[src/rtl/sport0_rx_shift_pkg.sv]
// Shared definitions for the SPORT receive path: word width, data-type and
// FSM state encodings used by the shifter and the justifier.
`timescale 1ns/1ps
package sport0_rx_shift_pkg;

    localparam int WMAX = 16;
    localparam int CW   = 4;

    typedef enum logic [1:0] {
        DT_ZFILL = 2'b00,
        DT_SEXT  = 2'b01,
        DT_MULAW = 2'b10,
        DT_ALAW  = 2'b11
    } dtype_t;

    typedef enum logic {
        ST_IDLE  = 1'b0,
        ST_SHIFT = 1'b1
    } state_t;

endpackage

[src/rtl/sport_rx_justify.sv]
// Combinational justifier: keeps the low SLEN+1 received bits and fills the
// upper bits with zeros or with the sign bit, depending on the data type.
`timescale 1ns/1ps
module sport_rx_justify #(
    parameter int WMAX = sport0_rx_shift_pkg::WMAX,
    parameter int CW   = sport0_rx_shift_pkg::CW
) (
    input  logic [WMAX-1:0] word,
    input  logic [CW-1:0]   slen,
    input  logic [1:0]      dtype,
    output logic [WMAX-1:0] justified
);
    import sport0_rx_shift_pkg::*;

    logic sign;

    // Companded types rely on slen=7, so the mask alone zeroes bits 15:8.
    always_comb begin
        justified = '0;
        sign      = word[slen];
        for (int i = 0; i < WMAX; i++) begin
            if (i <= int'(slen)) begin
                justified[i] = word[i];
            end else if (dtype == DT_SEXT) begin
                justified[i] = sign;
            end else begin
                justified[i] = 1'b0;
            end
        end
    end

endmodule

[src/rtl/sport0_rx_shift.sv]
// SPORT0 serial receive front end: frames and deserialises DR on SCLK_EN
// strobes, justifies the word and manages the ready / overflow flags.
`timescale 1ns/1ps
module sport0_rx_shift #(
    parameter int WMAX = sport0_rx_shift_pkg::WMAX,
    parameter int CW   = sport0_rx_shift_pkg::CW
) (
    input  logic            CLK,
    input  logic            RST,
    input  logic            SCLK_EN,
    input  logic            DR,
    input  logic            RFS,
    input  logic            RX_EN,
    input  logic            RFSR,
    input  logic [CW-1:0]   SLEN,
    input  logic [1:0]      DTYPE0,
    input  logic            RX_ACK,
    output logic [WMAX-1:0] RX,
    output logic            RX_RDY,
    output logic            RX_OVF,
    output logic            RX_BUSY
);
    import sport0_rx_shift_pkg::*;

    state_t          state_r, state_nx;
    logic [CW-1:0]   cnt_r, cnt_nx;
    logic [WMAX-1:0] shreg_r, shreg_nx;
    logic [WMAX-1:0] rx_r, rx_nx;
    logic            rdy_r, rdy_nx;
    logic            ovf_r, ovf_nx;
    logic            done_r, done_nx;
    logic            en_d_r;
    logic [WMAX-1:0] shifted;
    logic [WMAX-1:0] justified;

    assign shifted = {shreg_r[WMAX-2:0], DR};

    sport_rx_justify #(
        .WMAX (WMAX),
        .CW   (CW)
    ) u_justify (
        .word      (shifted),
        .slen      (SLEN),
        .dtype     (DTYPE0),
        .justified (justified)
    );

    // Next-state and flag logic; ack and enable handling act every cycle,
    // framing and shifting only on serial-clock strobes.
    always_comb begin
        state_nx = state_r;
        cnt_nx   = cnt_r;
        shreg_nx = shreg_r;
        rx_nx    = rx_r;
        rdy_nx   = rdy_r & ~RX_ACK;
        ovf_nx   = ovf_r;
        done_nx  = done_r;
        if (en_d_r && !RX_EN) begin
            ovf_nx = 1'b0;
        end else begin
            ovf_nx = ovf_r;
        end
        if (!RX_EN) begin
            state_nx = ST_IDLE;
            cnt_nx   = '0;
            shreg_nx = '0;
            done_nx  = 1'b0;
        end else if (SCLK_EN) begin
            case (state_r)
                ST_IDLE: begin
                    if (RFS || (!RFSR && done_r)) begin
                        state_nx = ST_SHIFT;
                        cnt_nx   = '0;
                    end else begin
                        state_nx = ST_IDLE;
                    end
                end
                ST_SHIFT: begin
                    shreg_nx = shifted;
                    if (cnt_r == SLEN) begin
                        rx_nx   = justified;
                        rdy_nx  = 1'b1;
                        done_nx = 1'b1;
                        cnt_nx  = '0;
                        if (rdy_r && !RX_ACK) begin
                            ovf_nx = 1'b1;
                        end else begin
                            ovf_nx = ovf_r;
                        end
                        if (RFS || !RFSR) begin
                            state_nx = ST_SHIFT;
                        end else begin
                            state_nx = ST_IDLE;
                        end
                    end else begin
                        cnt_nx = cnt_r + CW'(1);
                    end
                end
                default: begin
                    state_nx = ST_IDLE;
                    cnt_nx   = '0;
                end
            endcase
        end else begin
            state_nx = state_r;
        end
    end

    // State and output registers.
    always_ff @(posedge CLK or posedge RST) begin
        if (RST) begin
            state_r <= ST_IDLE;
            cnt_r   <= '0;
            shreg_r <= '0;
            rx_r    <= '0;
            rdy_r   <= 1'b0;
            ovf_r   <= 1'b0;
            done_r  <= 1'b0;
            en_d_r  <= 1'b0;
        end else begin
            state_r <= state_nx;
            cnt_r   <= cnt_nx;
            shreg_r <= shreg_nx;
            rx_r    <= rx_nx;
            rdy_r   <= rdy_nx;
            ovf_r   <= ovf_nx;
            done_r  <= done_nx;
            en_d_r  <= RX_EN;
        end
    end

    assign RX      = rx_r;
    assign RX_RDY  = rdy_r;
    assign RX_OVF  = ovf_r;
    assign RX_BUSY = (state_r == ST_SHIFT);

endmodule

[config.mk]
export PLATFORM = sky130hd
export DESIGN_NAME = sport0_rx_shift
export DESIGN_NICKNAME = d
export VERILOG_FILES = /design/src/rtl/sport0_rx_shift_pkg.sv /design/src/rtl/sport_rx_justify.sv /design/src/rtl/sport0_rx_shift.sv
export SDC_FILE = /design/constraint.sdc
export NUM_CORES = 1
export LEC_CHECK = 0
export CAP_MARGIN = 20
export CORE_MARGIN = 8
export CORE_UTILIZATION = 55
export DETAILED_ROUTE_END_ITERATION = 10
export GPL_ROUTABILITY_DRIVEN = 0
export PLACE_DENSITY = 0.91
export SYNTH_ARGS = -nofsm -noshare
export SYNTH_HDL_FRONTEND = slang
export SYNTH_HIERARCHICAL = 1
export SYNTH_SLANG_ARGS = --single-unit
[constraint.sdc]
create_clock -name CLK -period 3.65 [get_ports CLK]
set_input_delay 0.73 -clock CLK [delete_from_list [all_inputs] [get_ports CLK]]
set_output_delay 0.73 -clock CLK [all_outputs]
set_load 0.02 [all_outputs]
==> parameters.txt <==
Parameter                              Value

Place
  Post-placement setup slack    493 ps
  DP Wirelength    3620 um
  Count of buffers from port buffering    32

Detailed routing
  Antenna-violating nets left    0
  Total wire length after detailed routing    4930 um
  # DRC    0
  Via-to-Cell Ratio    5.90
  WL/cell    15.7 um
  Number of detailed-routing iterations run before antenna repair    4
  Via Count    1858
  Drt first-iter violations    157

GRT
  Total gr overflow    0
  Antenna violations before repair    0
  Via count of the first global-routing pass    1774
  Largest net degree at the start of global routing    41
  Global-route wire length before repair    8380 um
  Overall global routing resource usage    0.164

Synthesis
  Post-synthesis async set-or-reset flop share    1.00
  Adder and majority cell fraction of the synthesized area    0.00550
  Main combinational cell family by area after synthesis    simple AND/OR/NAND/NOR gates
  Number of standard cells after synthesis    236
  Netlist area before placement    2270 um^2
  Yosys cell types    45
  Register bit count reported by yosys    40
  Compound-Gate Fraction of Synth Area    0.156
  Main flop type after synthesis    sky130_fd_sc_hd__dfrtp_1
  Share of the synthesized netlist area taken by xor and xnor gates    0.0154
  Most frequent cell after synthesis    sky130_fd_sc_hd__nand2_1
  Area share of the leading cell type in the synthesized netlist    0.440
  YS warnings    6
  Post-synth EDFFs    0
  Mapped Avg Cell Area    9.64 um^2
  Synth top cells by count    sky130_fd_sc_hd__nand2_1, sky130_fd_sc_hd__dfrtp_1, sky130_fd_sc_hd__a21oi_1
  Cell taking the most area after synthesis    sky130_fd_sc_hd__dfrtp_1
  Largest cells by area after synthesis    sky130_fd_sc_hd__dfrtp_1, sky130_fd_sc_hd__nand2_1, sky130_fd_sc_hd__a21oi_1, sky130_fd_sc_hd__mux2_2, sky130_fd_sc_hd__mux2_4
  Fraction of the yosys area taken by sequential cells    0.440
  Post-synthesis simple-gate area fraction    0.183
  Number of nets in the synthesized netlist    251
  Mux share of post-synthesis cell area    0.152

Die
  Width of the die    80.3 um
  Cell row count    23
  Top-level port count    33
  Die area    6450 um^2
  Height of the chip    80.3 um
  Starting density of the core    0.569
  Core Box Area    4000 um^2

Timing
  Rel. slew slack    0.592
  Total negative setup slack    0 ps
  Share of the clock period used by the worst path    0.791
  RSZ-0062 raised after global routing    false
  Worst Slack Setup Final    762 ps
  Fin Clk Skew    6.50 ps
  Slew at the pin closest to its max-slew limit    610 ps
  Min Clock Period, post-route    2890 ps
  Final number of setup-violating endpoints    0
  Highest clock frequency the design can meet    346 MHz
  Final Max Slew Viols    0
  Number of failing hold endpoints at the final stage    0

Clocking
  Number of clock sinks seen by CTS    40
  Clk Latency, worst-skew pair    300 ps
  Clock-pin slew on the worst setup and hold paths    70 ps
  Root buffer selected by CTS    sky130_fd_sc_hd__clkbuf_8
  Post-CTS repair timing setup buffer count    0
  Clock H-tree levels    2
  Maximum clock path buffer count    2
  Count of instances resized after the clock tree is built    0
  TritonCTS clock tree    built
  Hold buffer count at cts    0
  Number of CTS-inserted buffers    5

Job
  Maxcap violations    0

Critical path
  Category of the critical setup timing path    input pin to flip-flop
  Arrival time of data at the critical path endpoint    3070 ps
  Crit start category    input pin
  Nature of the critical path endpoint    flip-flop
  Required time of the worst setup path    3830 ps
  Crit Path Max Fanout    12

Pwr
  Sw Ratio    0.258
  Clock network fraction of design power    0.339
  Pwr/cell area    329 nW/um^2
  Fraction of power consumed by combinational cells    0.144
  Net switching component of the power    229 uW
  Static Leak    0.00118 uW
  VDD IR-drop max    0.000178 V
  Power Internal    658 uW
  Proportion of power drawn by flip-flops and latches    0.517

Final layout
  Fin nets    279
  Area Overhead vs Synth    18.5%
  Diodes inserted    0
  Fill cell total of the finished layout    334
  Layout cell share with drive strength beyond 1    0.174

Hold path
  Class of the most critical hold timing path    flip-flop to flip-flop

Status
  Result of the run    complete, no violations
==> power by group through the flow <==
| stage | combinational, uW | clock (uW) | sequential (uW) |
|---|---|---|---|
| 2_1_floorplan | 72.5 | 0 | 475 |
| 3_3_place_gp | 124 | 0 | 466 |
| 3_5_place_dp | 127 | 0 | 467 |
| 4_1_cts | 128 | 307 | 458 |
| 5_1_grt | 140 | 328 | 459 |
| 6_report | 128 | 301 | 458 |
==> state kept, by name, summed over array words and instances, names as in the netlist <==
name     count
done_r       1
RX          16
RX_BUSY      1
RX_RDY       1
RX_OVF       1
cnt_r        4
en_d_r       1
shreg_r     15
==> critical path: stages <==
cell,delay [ps]
sky130_fd_sc_hd__clkdlybuf4s50_1,830
sky130_fd_sc_hd__mux4_1,650
sky130_fd_sc_hd__a21oi_1,210
sky130_fd_sc_hd__nand2_1,160
sky130_fd_sc_hd__nor2_1,140
sky130_fd_sc_hd__nor3_1,80
sky130_fd_sc_hd__mux2_4,270
==> final cells by class <==
type,instances,area [um^2],area share
repair buffers,37,358,0.133
well taps,50,62.6,0.0232
multi-input cells,175,1160,0.432
clock buffers,6,82.6,0.0306
clock inverters,2,10.0,0.00371
inverters,5,18.8,0.00696
flip-flops and latches,40,1000,0.371
==> path summary, 6_finish.rpt <==
check	startpoint	to	slack (ps)	depth (start not counted)
worst min-delay path	done_r	done_r	510	1
min in group asynchronous	RST	RX_RDY	850	3
worst max-delay path	SLEN[0]	RX[6]	760	7
max in group asynchronous	RST	shreg_r[10]	2460	3
worst min register to register	done_r	done_r	510	1
worst max register to register	shreg_r[3]	RX[6]	1700	6
==> metal layers <==
metal | global-route usage | wire length [um]
met5 | 0 | 0
met4 | 0.0909 | 165
met2 | 0.264 | 2380
met3 | 0.0301 | 264
met1 | 0.204 | 2120
==> through the flow <==
stage | hold WS (ps) | area (um^2) | instances | total power, uW | util
after global routing | 519 | 2700 | 315 | 927 | 0.674
after floorplan | 453 | 2270 | 236 | 547 | -
after global placement | 476 | 2600 | 307 | 590 | 0.651
after detailed placement | 494 | 2600 | 307 | 594 | 0.651
after CTS | 511 | 2700 | 315 | 894 | 0.674
final | 509 | 2700 | 315 | 887 | 0.674
==> placed cells by master, fill, tap and decap left out, types with 2 or more instances in the layout <==
master                            synthesis  layout
sky130_fd_sc_hd__nand2_1                 41      41
sky130_fd_sc_hd__nor2_1                  11      11
sky130_fd_sc_hd__mux2_2                  12      12
sky130_fd_sc_hd__clkdlybuf4s50_1          0      32
sky130_fd_sc_hd__o31ai_1                  4       4
sky130_fd_sc_hd__inv_1                    4       4
sky130_fd_sc_hd__o21a_1                   2       2
sky130_fd_sc_hd__and2_1                   2       2
sky130_fd_sc_hd__o21ai_0                 12      12
sky130_fd_sc_hd__nand2_2                  2       2
sky130_fd_sc_hd__a21o_2                   2       2
sky130_fd_sc_hd__mux2_4                   7       7
sky130_fd_sc_hd__nand4_1                  2       2
sky130_fd_sc_hd__nor3_1                   3       3
sky130_fd_sc_hd__xnor2_1                  4       4
sky130_fd_sc_hd__nand3_1                  7       7
sky130_fd_sc_hd__dfrtp_1                 40      40
sky130_fd_sc_hd__or2_2                    2       2
sky130_fd_sc_hd__mux2i_1                  8       8
sky130_fd_sc_hd__a21oi_1                 27      27
sky130_fd_sc_hd__buf_4                    2       5
sky130_fd_sc_hd__clkinv_2                 0       2
sky130_fd_sc_hd__clkbuf_8                 0       6
sky130_fd_sc_hd__nor2b_1                  7       7
sky130_fd_sc_hd__and3_1                   2       2
sky130_fd_sc_hd__o311ai_0                 2       2
==> kinds of logic (layout without fill, tap and decap cells) <==
family          Yosys count  after routing
compound gates           57             57
xor+xnor                  4              4
fa+ha+maj                 1              1
buf+inv                  21             50
flops                    40             40
mux                      28             28
simple gates             85             85
(Power assumes the default switching activity.)
